[src/rtl/if_id_stage.sv]
// PC register and IF/ID pipeline register for the fetch front of the 5-stage pipeline.
// Optional IF_ID_PERF_CNT_EN adds saturating STALL_CNT / FLUSH_CNT performance counters.
module if_id_stage #(
  parameter logic [31:0] RESET_PC  = 32'h0000_0000,
  parameter logic [31:0] NOP_INSTR = 32'h0000_0013
) (
  input  logic        CLK,
  input  logic        RST_N,
  input  logic        STALL,
  input  logic        FLUSH,
  input  logic [31:0] BRANCH_TARGET,
  output logic [31:0] IMEM_ADDR,
  input  logic [31:0] IMEM_DATA,
  output logic [31:0] PC_IF_ID,
  output logic [31:0] INSTR_IF_ID,
  output logic        VALID_IF_ID,
  output logic [4:0]  ARS1_IF_ID,
  output logic [4:0]  ARS2_IF_ID,
  output logic [4:0]  ARD_IF_ID
`ifdef IF_ID_PERF_CNT_EN
  ,
  output logic [31:0] STALL_CNT,
  output logic [31:0] FLUSH_CNT
`endif
);

  logic [31:0] pc_reg, pc_next;
  logic [31:0] pc_if_id_reg, pc_if_id_next;
  logic [31:0] instr_reg, instr_next;
  logic        valid_reg, valid_next;

  // Flush beats stall: the squashed slot has nothing worth holding.
  always_comb begin
    pc_next       = pc_reg;
    pc_if_id_next = pc_if_id_reg;
    instr_next    = instr_reg;
    valid_next    = valid_reg;
    if (FLUSH) begin
      pc_next       = {BRANCH_TARGET[31:2], 2'b00};
      pc_if_id_next = 32'h0000_0000;
      instr_next    = NOP_INSTR;
      valid_next    = 1'b0;
    end else if (!STALL) begin
      pc_next       = pc_reg + 32'd4;
      pc_if_id_next = pc_reg;
      instr_next    = IMEM_DATA;
      valid_next    = 1'b1;
    end
  end

  always_ff @(posedge CLK) begin
    if (!RST_N) begin
      pc_reg       <= RESET_PC;
      pc_if_id_reg <= 32'h0000_0000;
      instr_reg    <= NOP_INSTR;
      valid_reg    <= 1'b0;
    end else begin
      pc_reg       <= pc_next;
      pc_if_id_reg <= pc_if_id_next;
      instr_reg    <= instr_next;
      valid_reg    <= valid_next;
    end
  end

  assign IMEM_ADDR   = pc_reg;
  assign PC_IF_ID    = pc_if_id_reg;
  assign INSTR_IF_ID = instr_reg;
  assign VALID_IF_ID = valid_reg;

  // Register fields read as zero for a bubble so it never matches a real destination.
  localparam int FIELD_LSB [3] = '{15, 20, 7};
  logic [4:0] field [3];

  generate
    for (genvar gi = 0; gi < 3; gi++) begin : g_field
      assign field[gi] = valid_reg ? instr_reg[FIELD_LSB[gi] +: 5] : 5'd0;
    end
  endgenerate

  assign ARS1_IF_ID = field[0];
  assign ARS2_IF_ID = field[1];
  assign ARD_IF_ID  = field[2];

`ifdef IF_ID_PERF_CNT_EN
  logic [31:0] stall_cnt_reg, flush_cnt_reg;

  always_ff @(posedge CLK) begin
    if (!RST_N) begin
      stall_cnt_reg <= 32'h0000_0000;
      flush_cnt_reg <= 32'h0000_0000;
    end else begin
      if (STALL && !FLUSH && stall_cnt_reg != 32'hFFFF_FFFF)
        stall_cnt_reg <= stall_cnt_reg + 32'd1;
      if (FLUSH && flush_cnt_reg != 32'hFFFF_FFFF)
        flush_cnt_reg <= flush_cnt_reg + 32'd1;
    end
  end

  assign STALL_CNT = stall_cnt_reg;
  assign FLUSH_CNT = flush_cnt_reg;
`endif

endmodule

[config.mk]
export PLATFORM = sky130hd
export DESIGN_NAME = if_id_stage
export DESIGN_NICKNAME = d
export VERILOG_FILES = /design/src/rtl/if_id_stage.sv
export SDC_FILE = /design/constraint.sdc
export NUM_CORES = 1
export LEC_CHECK = 0
export BUFFER_PORTS_ARGS = -buffer_cell sky130_fd_sc_hd__buf_2
export CELL_PAD_IN_SITES_DETAIL_PLACEMENT = 0
export CELL_PAD_IN_SITES_GLOBAL_PLACEMENT = 1
export CORE_UTILIZATION = 30
export DETAILED_ROUTE_END_ITERATION = 8
export GPL_ROUTABILITY_DRIVEN = 0
export PLACE_DENSITY = 0.77
export SLEW_MARGIN = 25
export SYNTH_ARGS = -nofsm -noshare
export SYNTH_HDL_FRONTEND = slang
export SYNTH_SLANG_ARGS = --single-unit
[constraint.sdc]
create_clock -name CLK -period 2.25 [get_ports CLK]
set_input_delay 0.225 -clock CLK [delete_from_list [all_inputs] [get_ports CLK]]
set_output_delay 0.225 -clock CLK [all_outputs]
set_load 0.02 [all_outputs]
==> impl_metrics.env, run 1 <==
export IMPL_synth_cells=462
export IMPL_clkSinkCount=93
export IMPL_crit_type="register to register"
export IMPL_post_dp_cell_area_mm2=0.005270
export IMPL_layout_drive_gt1_share_pct=34.28
export IMPL_cts_buffer_depth=2
export IMPL_cts_setup_buffers=0
export IMPL_ant_nets=0
export IMPL_h_tree_depth=3
export IMPL_drt_initial_drc_count=220
export IMPL_syn_cell_area_mm2=0.004193
export IMPL_fin_ws_ns=0.2675
export IMPL_drv_slew=0
export IMPL_io_buffers=173
export IMPL_layout_cell_area_non_filler_mm2=0.005557
export IMPL_rows=42
export IMPL_vias=3904
export IMPL_grt_pass1_vias=3422
export IMPL_synth_most_common_cell="dfxtp_1"
export IMPL_slew_headroom_pct=64.75
export IMPL_fmax_mhz=504.4
export IMPL_min_path_type="input port to register"
export IMPL_async_flop_share_pct=0
export IMPL_synth_area_leader_cell="dfxtp_1"
export IMPL_hpwlAfterDp_um=8770
export IMPL_avgSynthCellArea_um2=9.075
export IMPL_clock_latency_ns=0.34
export IMPL_cts_tree="yes"
export IMPL_p_leak_nw=2.683
export IMPL_wire_per_inst_um=14.58
export IMPL_dp_cells=797
export IMPL_die_area_mm2=0.01445
export IMPL_critPathCaptureType="register"
export IMPL_rsz0062_at_grt="false"
export IMPL_outcome="finished, final reports clean"
export IMPL_clkTransAtPathRegs_ns=0.06
export IMPL_diodes=0
export IMPL_skew_ns=0.005370
export IMPL_cp_start_kind="register"
export IMPL_grt_util_all_layers_pct=16.07
export IMPL_start_util_pct=31.17
export IMPL_critPathMaxFanout=5
export IMPL_power_density_mw_per_mm2=673.5
export IMPL_ys_warn_count=0
export IMPL_yosys_top_cells_area="dfxtp_1, mux2i_1, nor2_1, nand2_1, and2_1"
export IMPL_clockRootBuffer="clkbuf_16"
export IMPL_ys_seq_area_share_pct=44.40
export IMPL_coreArea_mm2=0.01345
export IMPL_final_cells=812
export IMPL_drt_pass1_iter_count=4
export IMPL_ir_drop_uv=342.6
export IMPL_viasPerCell=4.808
export IMPL_grt_overflow=0
export IMPL_cts_hold_fix_buffers=0
export IMPL_setup_viol=0
export IMPL_hold_viol=0
export IMPL_fin_crit_ns=1.983
export IMPL_syn2layout_area_growth_pct=32.53
export IMPL_numCtsBuffers=9
export IMPL_die_w_um=120.2
export IMPL_hold_ws_ns=0.09573
export IMPL_arrival_ns=2.25
export IMPL_grt_pass1_wl_um=17950
export IMPL_place_ws_ns=0.2655
export IMPL_synth_commonest_cells="dfxtp_1, nor2_1, mux2i_1"
export IMPL_synth_edf_count=0
export IMPL_post_cts_resized=0
export IMPL_netlist_area_leader_share_pct=44.40
export IMPL_period_share_pct=88.11
export IMPL_fin_nets=701
export IMPL_die_h_um=120.2
export IMPL_ios=180
export IMPL_ys_flop_type="dfxtp_1"
export IMPL_final_setup_tns_ns=0
export IMPL_ys_types=51
export IMPL_worstPathRequired_ns=2.52
export IMPL_maxCapViolCount=0
export IMPL_grt_start_max_net_pins=59
export IMPL_tightest_slew_ns=0.5239
export IMPL_drc=0
export IMPL_routed_wl_um=11840
export IMPL_ys_seq_elements=93
export IMPL_antenna_found_initial=0
## sequential cells by signal (all words and copies together) (netlist names)
register	cells
IMEM_ADDR	30
PC_IF_ID	30
VALID_IF_ID	1
INSTR_IF_ID	32
## routing by layer
layer / vias to the layer above / GRT usage, % / part of all wire [%]
li1: 1964 / - / -
met1: 1793 / 20.78 / 46
met2: 129 / 25.97 / 46
met3: 18 / 4.104 / 6.0
met4: 0 / 5.401 / 1.6
met5: - / 0 / 0
## logic make-up after synthesis
group                    synth area share [%]
AND/OR/NAND/NOR                         23.07
multiplexers                            15.04
AO/OA/AOI/OAI                           10.15
flip-flops                              44.40
XOR/XNOR                                2.298
buffers and inverters                   4.655
adder cells (fa/ha/maj)                0.2984
other                                 0.08944
## critical path: stages (launching register included)
cell	delay [ns]
dfxtp_1	0.45
ha_1	0.22
nand3b_2	0.14
or3_1	0.42
or4_1	0.51
a31oi_1	0.16
## path summary, 6_finish.rpt
| check | start | endpoint | slack, ns | cells after the start |
|---|---|---|---|---|
| max | IMEM_ADDR[2] | IMEM_ADDR[28] | 0.27 | 5 |
| min | IMEM_DATA[0] | INSTR_IF_ID[0] | 0.1 | 3 |
| max reg2reg | IMEM_ADDR[2] | IMEM_ADDR[28] | 0.27 | 5 |
| min reg2reg | INSTR_IF_ID[1] | INSTR_IF_ID[1] | 0.48 | 2 |
## layout by cell type, fill, tap and decap left out, drive strengths merged, types with 4 or more instances in the layout
cell / count
a21oi: 10
a31o: 4
a31oi: 7
and2: 18
and4: 7
buf: 190
clkbuf: 12
conb: 4
dfxtp: 93
inv: 7
mux2i: 63
nand2: 32
nand2b: 5
nand3: 10
nand4: 8
nand4b: 4
nor2: 66
nor3: 16
nor4: 6
o211a: 4
o21ai: 21
xnor2: 8
## report_power, final
part	switching (W)	internal (W)
clock	0.000616	0.000831
sequential	0.0000811	0.00171
combinational	0.000290	0.000209
total	0.000987	0.00276
## final cells by class
cell class	count	area, um2
clock inverters	3	20.02
flip-flops and latches	93	1862
repair buffers	190	1008
inverters	8	30.03
well taps	176	220.2
multi-input cells	330	2150
clock buffers	12	266.5
fillers	1352	7896
## per-stage QoR
stage | power [W] | utilization (%)
6_report | 0.003743 | 41.30
5_1_grt | 0.003916 | 41.30
4_1_cts | 0.003794 | 41.30
3_5_place_dp | 0.002335 | 39.17
3_3_place_gp | 0.002326 | 39.17
2_1_floorplan | 0.002134 | -
Power figures use the tool's default switching activity.
==> run 2, diff against run 1 <==
==> constraint.sdc (replaced) <==
create_clock -name CLK -period 1.9 [get_ports CLK]
set_input_delay 0.19 -clock CLK [delete_from_list [all_inputs] [get_ports CLK]]
set_output_delay 0.19 -clock CLK [all_outputs]
set_load 0.02 [all_outputs]
==> run 2 against run 1 <==
Effect of this change:
- critical path depth stayed put
- first-iteration DRC count is 23% lower
- clock skew is 0.0021 ns higher
- combinational power is 28% higher
- cell count is 2.2% higher
- core utilization is 1.1 points higher
- critical endpoint is now IMEM_ADDR[23]
- largest power group unchanged
==> impl_metrics.env, run 2 (synthesis results as in run 1) <==
export IMPL_outcome="finished, final reports clean"
export IMPL_h_tree_depth=3
export IMPL_drt_initial_drc_count=170
export IMPL_dp_cells=814
export IMPL_final_setup_tns_ns=0
export IMPL_rows=42
export IMPL_skew_ns=0.007502
export IMPL_period_share_pct=94.21
export IMPL_wire_per_inst_um=14.70
export IMPL_grt_pass1_wl_um=19050
export IMPL_crit_type="register to register"
export IMPL_critPathMaxFanout=12
export IMPL_critPathCaptureType="register"
export IMPL_fin_nets=718
export IMPL_cts_hold_fix_buffers=0
export IMPL_clock_latency_ns=0.36
export IMPL_p_leak_nw=2.770
export IMPL_io_buffers=173
export IMPL_cts_tree="yes"
export IMPL_r2r_end="IMEM_ADDR[23]"
export IMPL_routed_wl_um=12200
export IMPL_rsz0062_at_grt="false"
export IMPL_die_w_um=120.2
export IMPL_fmax_mhz=558.6
export IMPL_grt_start_max_net_pins=38
export IMPL_cts_setup_buffers=0
export IMPL_grt_overflow=0
export IMPL_diodes=0
export IMPL_start_util_pct=31.17
export IMPL_final_cells=830
export IMPL_cp_start_kind="register"
export IMPL_regToRegStartpoint="IMEM_ADDR[11]"
export IMPL_numCtsBuffers=9
export IMPL_coreArea_mm2=0.01345
export IMPL_clkTransAtPathRegs_ns=0.07
export IMPL_die_area_mm2=0.01445
export IMPL_cp_startpoint="IMEM_ADDR[11]"
export IMPL_layout_drive_gt1_share_pct=36.70
export IMPL_slew_headroom_pct=46.05
export IMPL_cts_buffer_depth=2
export IMPL_arrival_ns=2.08
export IMPL_grt_util_all_layers_pct=16.97
export IMPL_clkSinkCount=93
export IMPL_rr_worst_depth=5
export IMPL_ios=180
export IMPL_final_cell_mix="buf_2, dfxtp_1, nor2_1"
export IMPL_power_density_mw_per_mm2=807.0
export IMPL_ant_nets=0
export IMPL_grt_pass1_vias=3766
export IMPL_fillerInstances=1350
export IMPL_syn2layout_area_growth_pct=36.17
export IMPL_crit_end="IMEM_ADDR[23]"
export IMPL_hpwlAfterDp_um=9212
export IMPL_maxCapViolCount=0
export IMPL_largest_reg_flops=32
export IMPL_total_power_w=0.004607
export IMPL_min_path_type="input port to register"
export IMPL_vias=3958
export IMPL_die_h_um=120.2
export IMPL_drc=0
export IMPL_viasPerCell=4.769
export IMPL_drv_slew=0
export IMPL_drt_pass1_iter_count=6
export IMPL_clockRootBuffer="clkbuf_16"
export IMPL_fin_crit_ns=1.790
export IMPL_antenna_found_initial=0
export IMPL_hold_viol=0
export IMPL_worstPathRequired_ns=2.19
export IMPL_setup_viol=0
export IMPL_final_common_cell="buf_2"
export IMPL_tightest_slew_ns=0.8074
export IMPL_rrSetupSlack_ns=0.11
export IMPL_ir_drop_uv=347.4
run 2: worst min-delay path by stage:
stage | cells after the start | to | start
finish | 3 | INSTR_IF_ID[1] | IMEM_DATA[1]
global route | 3 | INSTR_IF_ID[1] | IMEM_DATA[1]
CTS | 3 | INSTR_IF_ID[1] | IMEM_DATA[1]
detailed placement | 3 | INSTR_IF_ID[1] | IMEM_DATA[1]
global placement | 3 | INSTR_IF_ID[4] | IMEM_DATA[4]
floorplan | 2 | INSTR_IF_ID[0] | IMEM_DATA[0]
run 2: final cells by class:
class | instances | area, um2 | area share, %
inverters | 8 | 30.03 | 0.5260
clock buffers | 9 | 225.2 | 3.945
multi-input cells | 330 | 2162 | 37.87
clock inverters | 7 | 80.08 | 1.403
well taps | 176 | 220.2 | 3.857
repair buffers | 207 | 1124 | 19.68
flip-flops and latches | 93 | 1868 | 32.72
run 2: power breakdown:
group          total (W)  leakage [nW]  internal, W  switching [W]
Combinational   0.000640          1.86     0.000270       0.000370
Clock            0.00186         0.143      0.00104       0.000824
Sequential       0.00211         0.762      0.00203      0.0000770
Total            0.00461          2.77      0.00334        0.00127
run 2: stage by stage:
| stage | worst slack (ns) | util [%] | hold slack [ns] | area [um2] |
|---|---|---|---|---|
| floorplan | 0.03193 | - | 0.3144 | 4222 |
| finish | 0.1099 | 42.44 | 0.04641 | 5709 |
| detailed placement | 0.07606 | 40.16 | 0.4094 | 5403 |
| global placement | 0.08946 | 40.16 | 0.4096 | 5403 |
| global route | 0.01414 | 42.44 | 0.04520 | 5709 |
| CTS | 0.06095 | 42.43 | 0.04152 | 5708 |
run 2: what timing repair did:
| action | CTS | global route |
|---|---|---|
| resized for setup | 0 | 1 |
| endpoints found under the setup margin | 0 | 3 |
| endpoints found under the hold margin | 0 | 0 |
run 2: critical path, cell delays in order (launching register included):
cell     delay [ns]
dfxtp_1        0.34
nand4_1        0.19
buf_4          0.24
or3_1          0.38
or4_1          0.41
a31oi_1        0.16
run 2: layer usage:
layer	vias up	wire, um	global-route usage [%]
li1	1995	-	-
met1	1824	5432	21.23
met2	126	5772	28.34
met3	13	810	3.774
met4	0	188	6.559
met5	-	0	0
